$ cat src/rtl/imem_loader.sv
// imem_loader: fills instruction memory from a framed byte stream before the CPU runs.
// Frame: count hi, count lo, count*4 big-endian data bytes, XOR checksum of data bytes.
// The CPU is held in reset while a load is in progress or has failed.
module imem_loader #(
    parameter logic [31:0] ADDR_BASE      = 32'h0000_0000,
    parameter int unsigned MAX_WORDS      = 32'd256,
    parameter int unsigned TIMEOUT_CYCLES = 32'd1024
) (
    input  logic        clk,
    input  logic        rst_n,
    input  logic        start,
    input  logic        in_valid,
    input  logic [7:0]  in_data,
    output logic        in_ready,
    output logic        we,
    output logic [31:0] waddr,
    output logic [31:0] wdata,
    output logic        cpu_hold,
    output logic        done,
    output logic        error,
    output logic [15:0] words_loaded
);

    typedef enum logic [2:0] {
        ST_IDLE   = 3'd0,
        ST_CNT_HI = 3'd1,
        ST_CNT_LO = 3'd2,
        ST_DATA   = 3'd3,
        ST_CSUM   = 3'd4,
        ST_DONE   = 3'd5,
        ST_ERR    = 3'd6
    } state_t;

    localparam logic [31:0] MAX_WORDS_C  = MAX_WORDS;
    localparam logic [31:0] TIMEOUT_C    = TIMEOUT_CYCLES;
    localparam bit          TIMEOUT_EN_C = (TIMEOUT_CYCLES != 32'd0);

    // Running checksum: plain XOR of every data byte.
    function automatic logic [7:0] csum_update(input logic [7:0] acc, input logic [7:0] b);
        return acc ^ b;
    endfunction

    // States in which the loader is waiting for stream bytes.
    function automatic logic is_rx_state(input state_t st);
        logic rx;
        case (st)
            ST_CNT_HI, ST_CNT_LO, ST_DATA, ST_CSUM: rx = 1'b1;
            default:                               rx = 1'b0;
        endcase
        return rx;
    endfunction

    // Byte address of word idx; wraps modulo 2^32.
    function automatic logic [31:0] word_addr(input logic [15:0] idx);
        return ADDR_BASE + {14'd0, idx, 2'b00};
    endfunction

    state_t       state_r;
    logic [7:0]   cnt_hi_r;
    logic [15:0]  count_r;
    logic [15:0]  word_idx_r;
    logic [1:0]   byte_idx_r;
    logic [23:0]  shift_r;
    logic [7:0]   csum_r;
    logic [31:0]  idle_cnt_r;

    logic         byte_fire_s;
    logic [15:0]  hdr_count_s;
    logic         count_over_s;
    logic         last_word_s;
    logic [31:0]  idle_next_s;
    logic         timeout_hit_s;

    // Ready is a pure decode of the state register.
    assign in_ready = is_rx_state(state_r);

    // Decode of the current transfer, header count and timeout condition.
    always_comb begin
        byte_fire_s   = 1'b0;
        hdr_count_s   = 16'd0;
        count_over_s  = 1'b0;
        last_word_s   = 1'b0;
        idle_next_s   = 32'd0;
        timeout_hit_s = 1'b0;

        byte_fire_s  = in_valid & in_ready;
        hdr_count_s  = {cnt_hi_r, in_data};
        count_over_s = ({16'd0, hdr_count_s} > MAX_WORDS_C);
        last_word_s  = ((word_idx_r + 16'd1) == count_r);
        idle_next_s  = idle_cnt_r + 32'd1;
        if (TIMEOUT_EN_C) begin
            timeout_hit_s = (idle_next_s >= TIMEOUT_C);
        end else begin
            timeout_hit_s = 1'b0;
        end
    end

    // Idle counter: consecutive receiving cycles without an accepted byte.
    always_ff @(posedge clk) begin
        if (!rst_n) begin
            idle_cnt_r <= 32'd0;
        end else if (!in_ready || byte_fire_s) begin
            idle_cnt_r <= 32'd0;
        end else begin
            idle_cnt_r <= idle_next_s;
        end
    end

    // Loader FSM with word assembly, write port and status outputs.
    always_ff @(posedge clk) begin
        if (!rst_n) begin
            state_r      <= ST_IDLE;
            cnt_hi_r     <= 8'd0;
            count_r      <= 16'd0;
            word_idx_r   <= 16'd0;
            byte_idx_r   <= 2'd0;
            shift_r      <= 24'd0;
            csum_r       <= 8'd0;
            we           <= 1'b0;
            waddr        <= 32'd0;
            wdata        <= 32'd0;
            cpu_hold     <= 1'b0;
            done         <= 1'b0;
            error        <= 1'b0;
            words_loaded <= 16'd0;
        end else begin
            // The write strobe is a single-cycle pulse.
            we <= 1'b0;

            case (state_r)
                ST_IDLE, ST_DONE, ST_ERR: begin
                    if (start) begin
                        state_r      <= ST_CNT_HI;
                        cnt_hi_r     <= 8'd0;
                        count_r      <= 16'd0;
                        word_idx_r   <= 16'd0;
                        byte_idx_r   <= 2'd0;
                        shift_r      <= 24'd0;
                        csum_r       <= 8'd0;
                        words_loaded <= 16'd0;
                        cpu_hold     <= 1'b1;
                        done         <= 1'b0;
                        error        <= 1'b0;
                    end else begin
                        state_r <= state_r;
                    end
                end

                ST_CNT_HI: begin
                    if (byte_fire_s) begin
                        cnt_hi_r <= in_data;
                        state_r  <= ST_CNT_LO;
                    end else if (timeout_hit_s) begin
                        state_r <= ST_ERR;
                        error   <= 1'b1;
                    end else begin
                        state_r <= ST_CNT_HI;
                    end
                end

                ST_CNT_LO: begin
                    if (byte_fire_s) begin
                        count_r <= hdr_count_s;
                        if (count_over_s) begin
                            state_r <= ST_ERR;
                            error   <= 1'b1;
                        end else if (hdr_count_s == 16'd0) begin
                            state_r <= ST_CSUM;
                        end else begin
                            state_r <= ST_DATA;
                        end
                    end else if (timeout_hit_s) begin
                        state_r <= ST_ERR;
                        error   <= 1'b1;
                    end else begin
                        state_r <= ST_CNT_LO;
                    end
                end

                ST_DATA: begin
                    if (byte_fire_s) begin
                        csum_r <= csum_update(csum_r, in_data);
                        if (byte_idx_r == 2'd3) begin
                            // Fourth byte: issue the write one cycle behind the stream.
                            we           <= 1'b1;
                            waddr        <= word_addr(word_idx_r);
                            wdata        <= {shift_r, in_data};
                            words_loaded <= words_loaded + 16'd1;
                            word_idx_r   <= word_idx_r + 16'd1;
                            byte_idx_r   <= 2'd0;
                            if (last_word_s) begin
                                state_r <= ST_CSUM;
                            end else begin
                                state_r <= ST_DATA;
                            end
                        end else begin
                            shift_r    <= {shift_r[15:0], in_data};
                            byte_idx_r <= byte_idx_r + 2'd1;
                        end
                    end else if (timeout_hit_s) begin
                        state_r <= ST_ERR;
                        error   <= 1'b1;
                    end else begin
                        state_r <= ST_DATA;
                    end
                end

                ST_CSUM: begin
                    if (byte_fire_s) begin
                        if (in_data == csum_r) begin
                            state_r  <= ST_DONE;
                            done     <= 1'b1;
                            cpu_hold <= 1'b0;
                        end else begin
                            state_r <= ST_ERR;
                            error   <= 1'b1;
                        end
                    end else if (timeout_hit_s) begin
                        state_r <= ST_ERR;
                        error   <= 1'b1;
                    end else begin
                        state_r <= ST_CSUM;
                    end
                end

                default: begin
                    state_r  <= ST_ERR;
                    error    <= 1'b1;
                    cpu_hold <= 1'b1;
                end
            endcase
        end
    end

endmodule
$ cat config.mk
export PLATFORM = sky130hd
export DESIGN_NAME = imem_loader
export DESIGN_NICKNAME = d
export VERILOG_FILES = /design/src/rtl/imem_loader.sv
export SDC_FILE = /design/constraint.sdc
export NUM_CORES = 1
export LEC_CHECK = 0
export ABC_AREA = 1
export CORE_MARGIN = 2
export CORE_UTILIZATION = 55
export DETAILED_ROUTE_END_ITERATION = 16
export PLACE_DENSITY = 0.79
export SLEW_MARGIN = 20
export SYNTH_ARGS = -nofsm -noshare
export SYNTH_HDL_FRONTEND = slang
export SYNTH_SLANG_ARGS = --single-unit
$ cat constraint.sdc
create_clock -name clk -period 2.2 [get_ports clk]
set_input_delay 0.22 -clock clk [delete_from_list [all_inputs] [get_ports clk]]
set_output_delay 0.22 -clock clk [all_outputs]
set_load 0.03 [all_outputs]
=== Word-level counts from Yosys, hierarchy flattened ===
Index checks and enable logic that the tools add are counted.

* RAM bits: 0
* Flip-flop bits (word level): 177
* Memories: 0
* Bits in latches: 0
* ROM bits: 0
* Word-level logic and storage cells: 124
* Bits of input ports: 12
* Output and inout bits: 85

* Div/mod/pow operators: 0
* Bitwise operators: 4
* Shift operators: 0
* Muxes and demuxes: 54
* Order comparisons: 2
* $add $sub $neg: 4
* Reductions and logical operators: 24
* Multipliers: 0
* Equal/unequal tests: 21

{| class="wikitable"
|+ Operators with widths
! operator !! count
|-
| $mux 16 || 6
|-
| $pmux 16 s2 || 3
|-
| $mux 24 || 3
|-
| $pmux 24 s2 || 1
|-
| $mux 3 || 12
|-
| $add 16x1->16 const B || 2
|-
| $add 32x1->32 const B || 1
|-
| $ge 32x11->1 const B || 1
|-
| $pmux 8 s2 || 2
|-
| $mux 8 || 3
|-
| $reduce_and 4->1 || 5
|-
| $ne 2x2->1 const B || 9
|-
| $eq 16x16->1 || 1
|-
| $gt 16x9->1 const B || 1
|-
| $logic_not 16->1 || 1
|-
| $pmux 3 s5 || 1
|-
| $reduce_and 3->1 || 5
|-
| $mux 1 || 14
|-
| $mux 2 || 5
|-
| $eq 3x3->1 const B || 3
|-
| $ne 3x3->1 const B || 3
|-
| $eq 8x8->1 || 1
|-
| $reduce_bool 2->1 || 4
|-
| $xor 8x8->8 || 1
|-
| other kinds (17) || 21
|}

=== Logic depth before layout (Yosys ltp) ===
* Word-level depth: 6
* Depth in mapped cells: 18
* Depth with buffers taken out: 18

=== Worst setup path after synthesis ===
OpenSTA, ideal clock, no wires.

* Path type: register -> register
* Start: register word_idx_r[1]
* End: register state_r[0]
* Setup time: 0.132 ns
* Path buffers: 0
* Data required time: 2.068 ns
* Setup slack: 0.143 ns
* Period minus slack after synthesis: 2.057 ns
* Stages on the path, launching flop included: 19
* Data arrival time: 1.925 ns
* Path through: dfxtp_1 -> ha_1 -> nand2_1 -> nor2_2 -> nand2_1 -> nor2_4 -> nand2_1 -> nand2_1 -> nand2_1 -> nand2_1 -> nand2_1 -> nor2_1 -> nand2_1 -> nor2_1 -> nor2_1 -> nand2_1 -> nand2_1 -> nand2_1 -> a21oi_1

* Cells in the longest elaborated chain, start to end: 6

{| class="wikitable"
|+ Ends and longest elaborated chain
! what !! line !! source
|-
| from (decl) || 61 || <nowiki>logic [15:0] word_idx_r;</nowiki>
|-
| from (signal assigned) || 189 || <nowiki>word_idx_r <= word_idx_r + 16'd1;</nowiki>
|-
| $add 16x1->16 || 89 || <nowiki>last_word_s = ((word_idx_r + 16'd1) == count_r);</nowiki>
|-
| $eq 16x16->1 || 89 ||
|-
| $mux 3 || 191 || <nowiki>if (last_word_s) begin</nowiki>
|-
| $mux 3 || 183 || <nowiki>if (byte_idx_r == 2'd3) begin</nowiki>
|-
| $mux 3 || 181 || <nowiki>if (byte_fire_s) begin</nowiki>
|-
| $pmux 3 s5 || 130 || <nowiki>case (state_r)</nowiki>
|-
| to (signal assigned) || 145 || <nowiki>state_r <= state_r;</nowiki>
|-
| to (decl) || 58 || <nowiki>state_t state_r;</nowiki>
|}

No other way between the ends. The select of a mux whose other input is x is not followed.
A chain may end at the register's enable or synchronous reset.

=== Worst setup path after layout ===
* Start: register word_idx_r[0]
* End: register state_r[0]

Same word-level chain as after synthesis.

==> flow_metrics.py <==
metrics = {
    "outcome": {
        "status": "complete, no violations",
    },
    "synthesis": {
        "synthCells": 1217,
        "synth_simple_gate_area_frac": 0.332,
        "synth_edf_count": 0,
        "synthMuxAreaShare": 0,
        "synth-compound-area-share": 0.130,
        "ys_types": 42,
        "synthAdderAreaFrac": 0.00597,
        "seq_area_frac_synth": 0.422,
        "synth_area_leaders": "dfxtp_1, nand2_1, a21oi_1",
        "yosys_register_bits": 177,
        "yosys.area.top_type_share": 0.422,
        "synth_top_family_by_area": "simple AND/OR/NAND/NOR gates",
        "synthArstFlopShare": 0,
        "synth.cell_area_um2": 8390,
        "avgSynthCellArea_um2": 6.89,
        "yosysWarningCount": 0,
        "synth_ff_type": "dfxtp_1",
        "synth-xor-area-share": 0.0312,
        "yosys.area.top_type": "dfxtp_1",
    },
    "routing": {
        "ant_nets": 0,
        "finalWirelength_mm": 22.2,
        "viasPerCell": 5.38,
        "drt_iter0_markers": 689,
        "vias": 8311,
        "routedWlPerCell_um": 14.4,
        "route.detailed.drc": 0,
        "firstDrtPassIters": 5,
    },
    "timing": {
        "post-route-period-util": 0.965,
        "finalCriticalPeriod_ps": 2120,
        "worst_pin_slew_ps": 526,
        "setup_viol": 0,
        "hold_viol_final": 0,
        "clock_skew_ps": 10.1,
        "clock.fmax_mhz": 471,
        "slew_headroom": 0.650,
        "setup_tns_ps": 0,
        "rsz0062_at_grt": "true",
        "slew_violations": 0,
    },
    "worst_setup_path": {
        "slowest_stage": "dfxtp_4",
        "cp.required_ps": 2550,
        "crit_type": "flop to flop",
        "endpoint_kind": "flop",
        "regToRegEndpoint": "state_r[0]",
        "reg2reg_depth": 16,
        "crit_buf_inv": 1,
        "max_stage_delay_ps": 370,
        "startpoint_type": "flop",
        "crit_arrival_ps": 2480,
        "cp_cell_sequence": "ha_4, nand2_1, nor2_2, nand2_2, nor2_4, buf_4, xnor3_1, nand2_1, nor2_1, nand2_1, nor2_4, nor2_2, nand2_1, nand2_1, nand2_1, a21oi_1",
        "crit_path_frequent_cell": "nand2_1",
        "crit_fanout": 4,
        "r2r_start": "word_idx_r[0]",
        "cp_top_family": "simple AND/OR/NAND/NOR gates",
        "reg2reg_slack_ps": 80,
    },
    "placement": {
        "portBuffers": 80,
        "dp_hpwl_mm": 15.1,
        "routabilityCongestion": 0.983,
    },
    "cts": {
        "cts.sinks": 177,
        "htreeDepth": 4,
        "cts_tree": "done",
        "hold_buffers": 0,
        "clk_path_buf_depth": 2,
        "clk_latency_ps": 430,
        "cts_buffers": 17,
        "clkTransAtPathRegs_ps": 70,
        "root_buffer": "clkbuf_16",
    },
    "pwr": {
        "p_clk_frac": 0.319,
        "p_sw_w": 0.00345,
        "worst_ir_drop_vdd_uv": 667,
        "p_per_area_nw_per_um2": 884,
        "internal_power_w": 0.00603,
        "switching_share": 0.364,
        "leakagePower_nw": 3.99,
        "p_comb_frac": 0.305,
        "seqPwrFrac": 0.376,
        "power_w": 0.00948,
    },
    "cells_and_area": {
        "final_common_cell": "nand2_1",
        "multi_input_area_um2": 4570,
        "syn_to_final_growth_pct": 27.8,
        "drive_gt1_frac": 0.184,
        "fin_nets": 1359,
        "fillCellCount": 1209,
        "final_cell_mix": "nand2_1, a21oi_1, dfxtp_1, nor2_1, clkdlybuf4s50_1",
        "final-seq-area_um2": 3580,
        "diodes": 0,
    },
    "grt": {
        "use_met1": 0.360,
        "grt_pass1_vias": 7230,
        "gr-usage-met2": 0.413,
        "antenna_found_initial": 0,
        "grt.total_usage": 0.262,
        "grt_max_degree": 121,
        "grt_use_met3": 0.0536,
        "grt_overflow": 0,
        "grt_busiest_layer": "met2",
        "grt_pass1_wl_mm": 34.5,
    },
    "worst_hold_path": {
        "holdPathEnd": "idle_cnt_r[9]",
        "hold_path.class": "flop to flop",
        "min_from": "idle_cnt_r[9]",
        "hold_depth": 1,
    },
    "die": {
        "design.core.area_um2": 15000,
        "dieWidth_um": 127,
        "dieArea_um2": 16300,
        "ios": 97,
        "die_h_um": 127,
        "row_count": 45,
        "start_util": 0.558,
    },
    "run": {
        "cap_violations": 0,
    },
}
[power by group through the flow]
stage          Clock [W]  Sequential, W  Combinational [W]
5_1_grt          0.00320        0.00358            0.00315
3_5_place_dp           0        0.00362            0.00277
2_1_floorplan          0        0.00369            0.00176
4_1_cts          0.00306        0.00355            0.00279
3_3_place_gp           0        0.00361            0.00276
6_report         0.00302        0.00356            0.00290
[how the worst max path moves through the flow]
stage / startpoint / end / slack (ps) / cells after the start
6_report: word_idx_r[0] / state_r[0] / 80 / 16
3_3_place_gp: idle_cnt_r[11] / state_r[2] / -70 / 14
2_1_floorplan: word_idx_r[1] / state_r[0] / 140 / 18
5_1_grt: idle_cnt_r[18] / state_r[2] / -120 / 15
4_1_cts: idle_cnt_r[1] / state_r[2] / 9 / 16
3_5_place_dp: in_valid / state_r[1] / -20 / 12
[synthesized netlist by cell type (2+ instances only)]
cell type	instances
a211oi_1	10
a21oi_1	160
a31oi_1	2
buf_1	3
buf_2	18
buf_4	17
clkbuf_1	21
clkinv_1	3
dfxtp_1	177
ha_1	4
inv_1	77
inv_2	8
nand2_1	406
nand2_2	4
nand2_4	3
nand3_1	46
nand3_2	2
nand3b_1	23
nand4_1	10
nor2_1	123
nor2_2	10
nor2_4	4
nor3_1	11
nor3_4	2
nor4_1	2
o2111ai_1	2
o21a_1	4
o21ai_0	25
o21ai_1	2
o21bai_1	2
or2_2	4
xnor2_1	5
xnor3_1	2
xor2_1	17
[sequential cells by signal, summed over array words and instances, names as in the netlist]
| signal | count |
|---|---|
| byte_idx_r | 2 |
| cnt_hi_r | 8 |
| count_r | 16 |
| cpu_hold | 1 |
| csum_r | 8 |
| done | 1 |
| error | 1 |
| idle_cnt_r | 32 |
| shift_r | 24 |
| state_r | 3 |
| waddr | 16 |
| wdata | 32 |
| we | 1 |
| word_idx_r | 16 |
| words_loaded | 16 |
[per-stage QoR]
stage	worst slack (ps)	utilization	hold slack, ps	std cells	instance area [µm²]
finish	76.9	0.713	449	1544	10700
global route	-118	0.713	461	1544	10700
CTS	8.80	0.682	457	1531	10300
detailed placement	-19.6	0.643	447	1499	9670
global placement	-70.6	0.643	437	1499	9670
floorplan	143	-	358	1232	8440
[metal layers]
metal	wire, µm	share of wire
met5	0	0
met4	472	0.021
met3	1300	0.058
met2	10200	0.46
met1	10200	0.46
[cell families (layout without fill, tap and decap cells)]
kind of cell	after synthesis	in the layout
simple gates	654	654
compound gates	208	208
flops	177	177
buf+inv	148	272
xor+xnor	25	25
fa+ha+maj	4	4
other cells	1	16
[repair_timing]
action	in CTS	in global routing
hold endpoints to repair	0	0
buffers inserted	0	13
endpoints found under the setup margin	3	82
pin swaps	0	43
resized for setup	3	133
[worst register-to-register path, delay by kind of cell (launching register included)]
family                   cells  cell delay (ps)
AND/OR/NAND/NOR             12             1110
flip-flops                   1              370
buffers and inverters        1              120
adder cells (fa/ha/maj)      1              140
XOR/XNOR                     1              190
AO/OA/AOI/OAI                1              110
[area by class of cell]
type | instances | area share
inverters | 89 | 0.0317
multi-input cells | 907 | 0.426
well taps | 188 | 0.0219
flip-flops and latches | 177 | 0.334
clock buffers | 18 | 0.0410
clock inverters | 14 | 0.0133
repair buffers | 151 | 0.132
(Power assumes the default switching activity.)
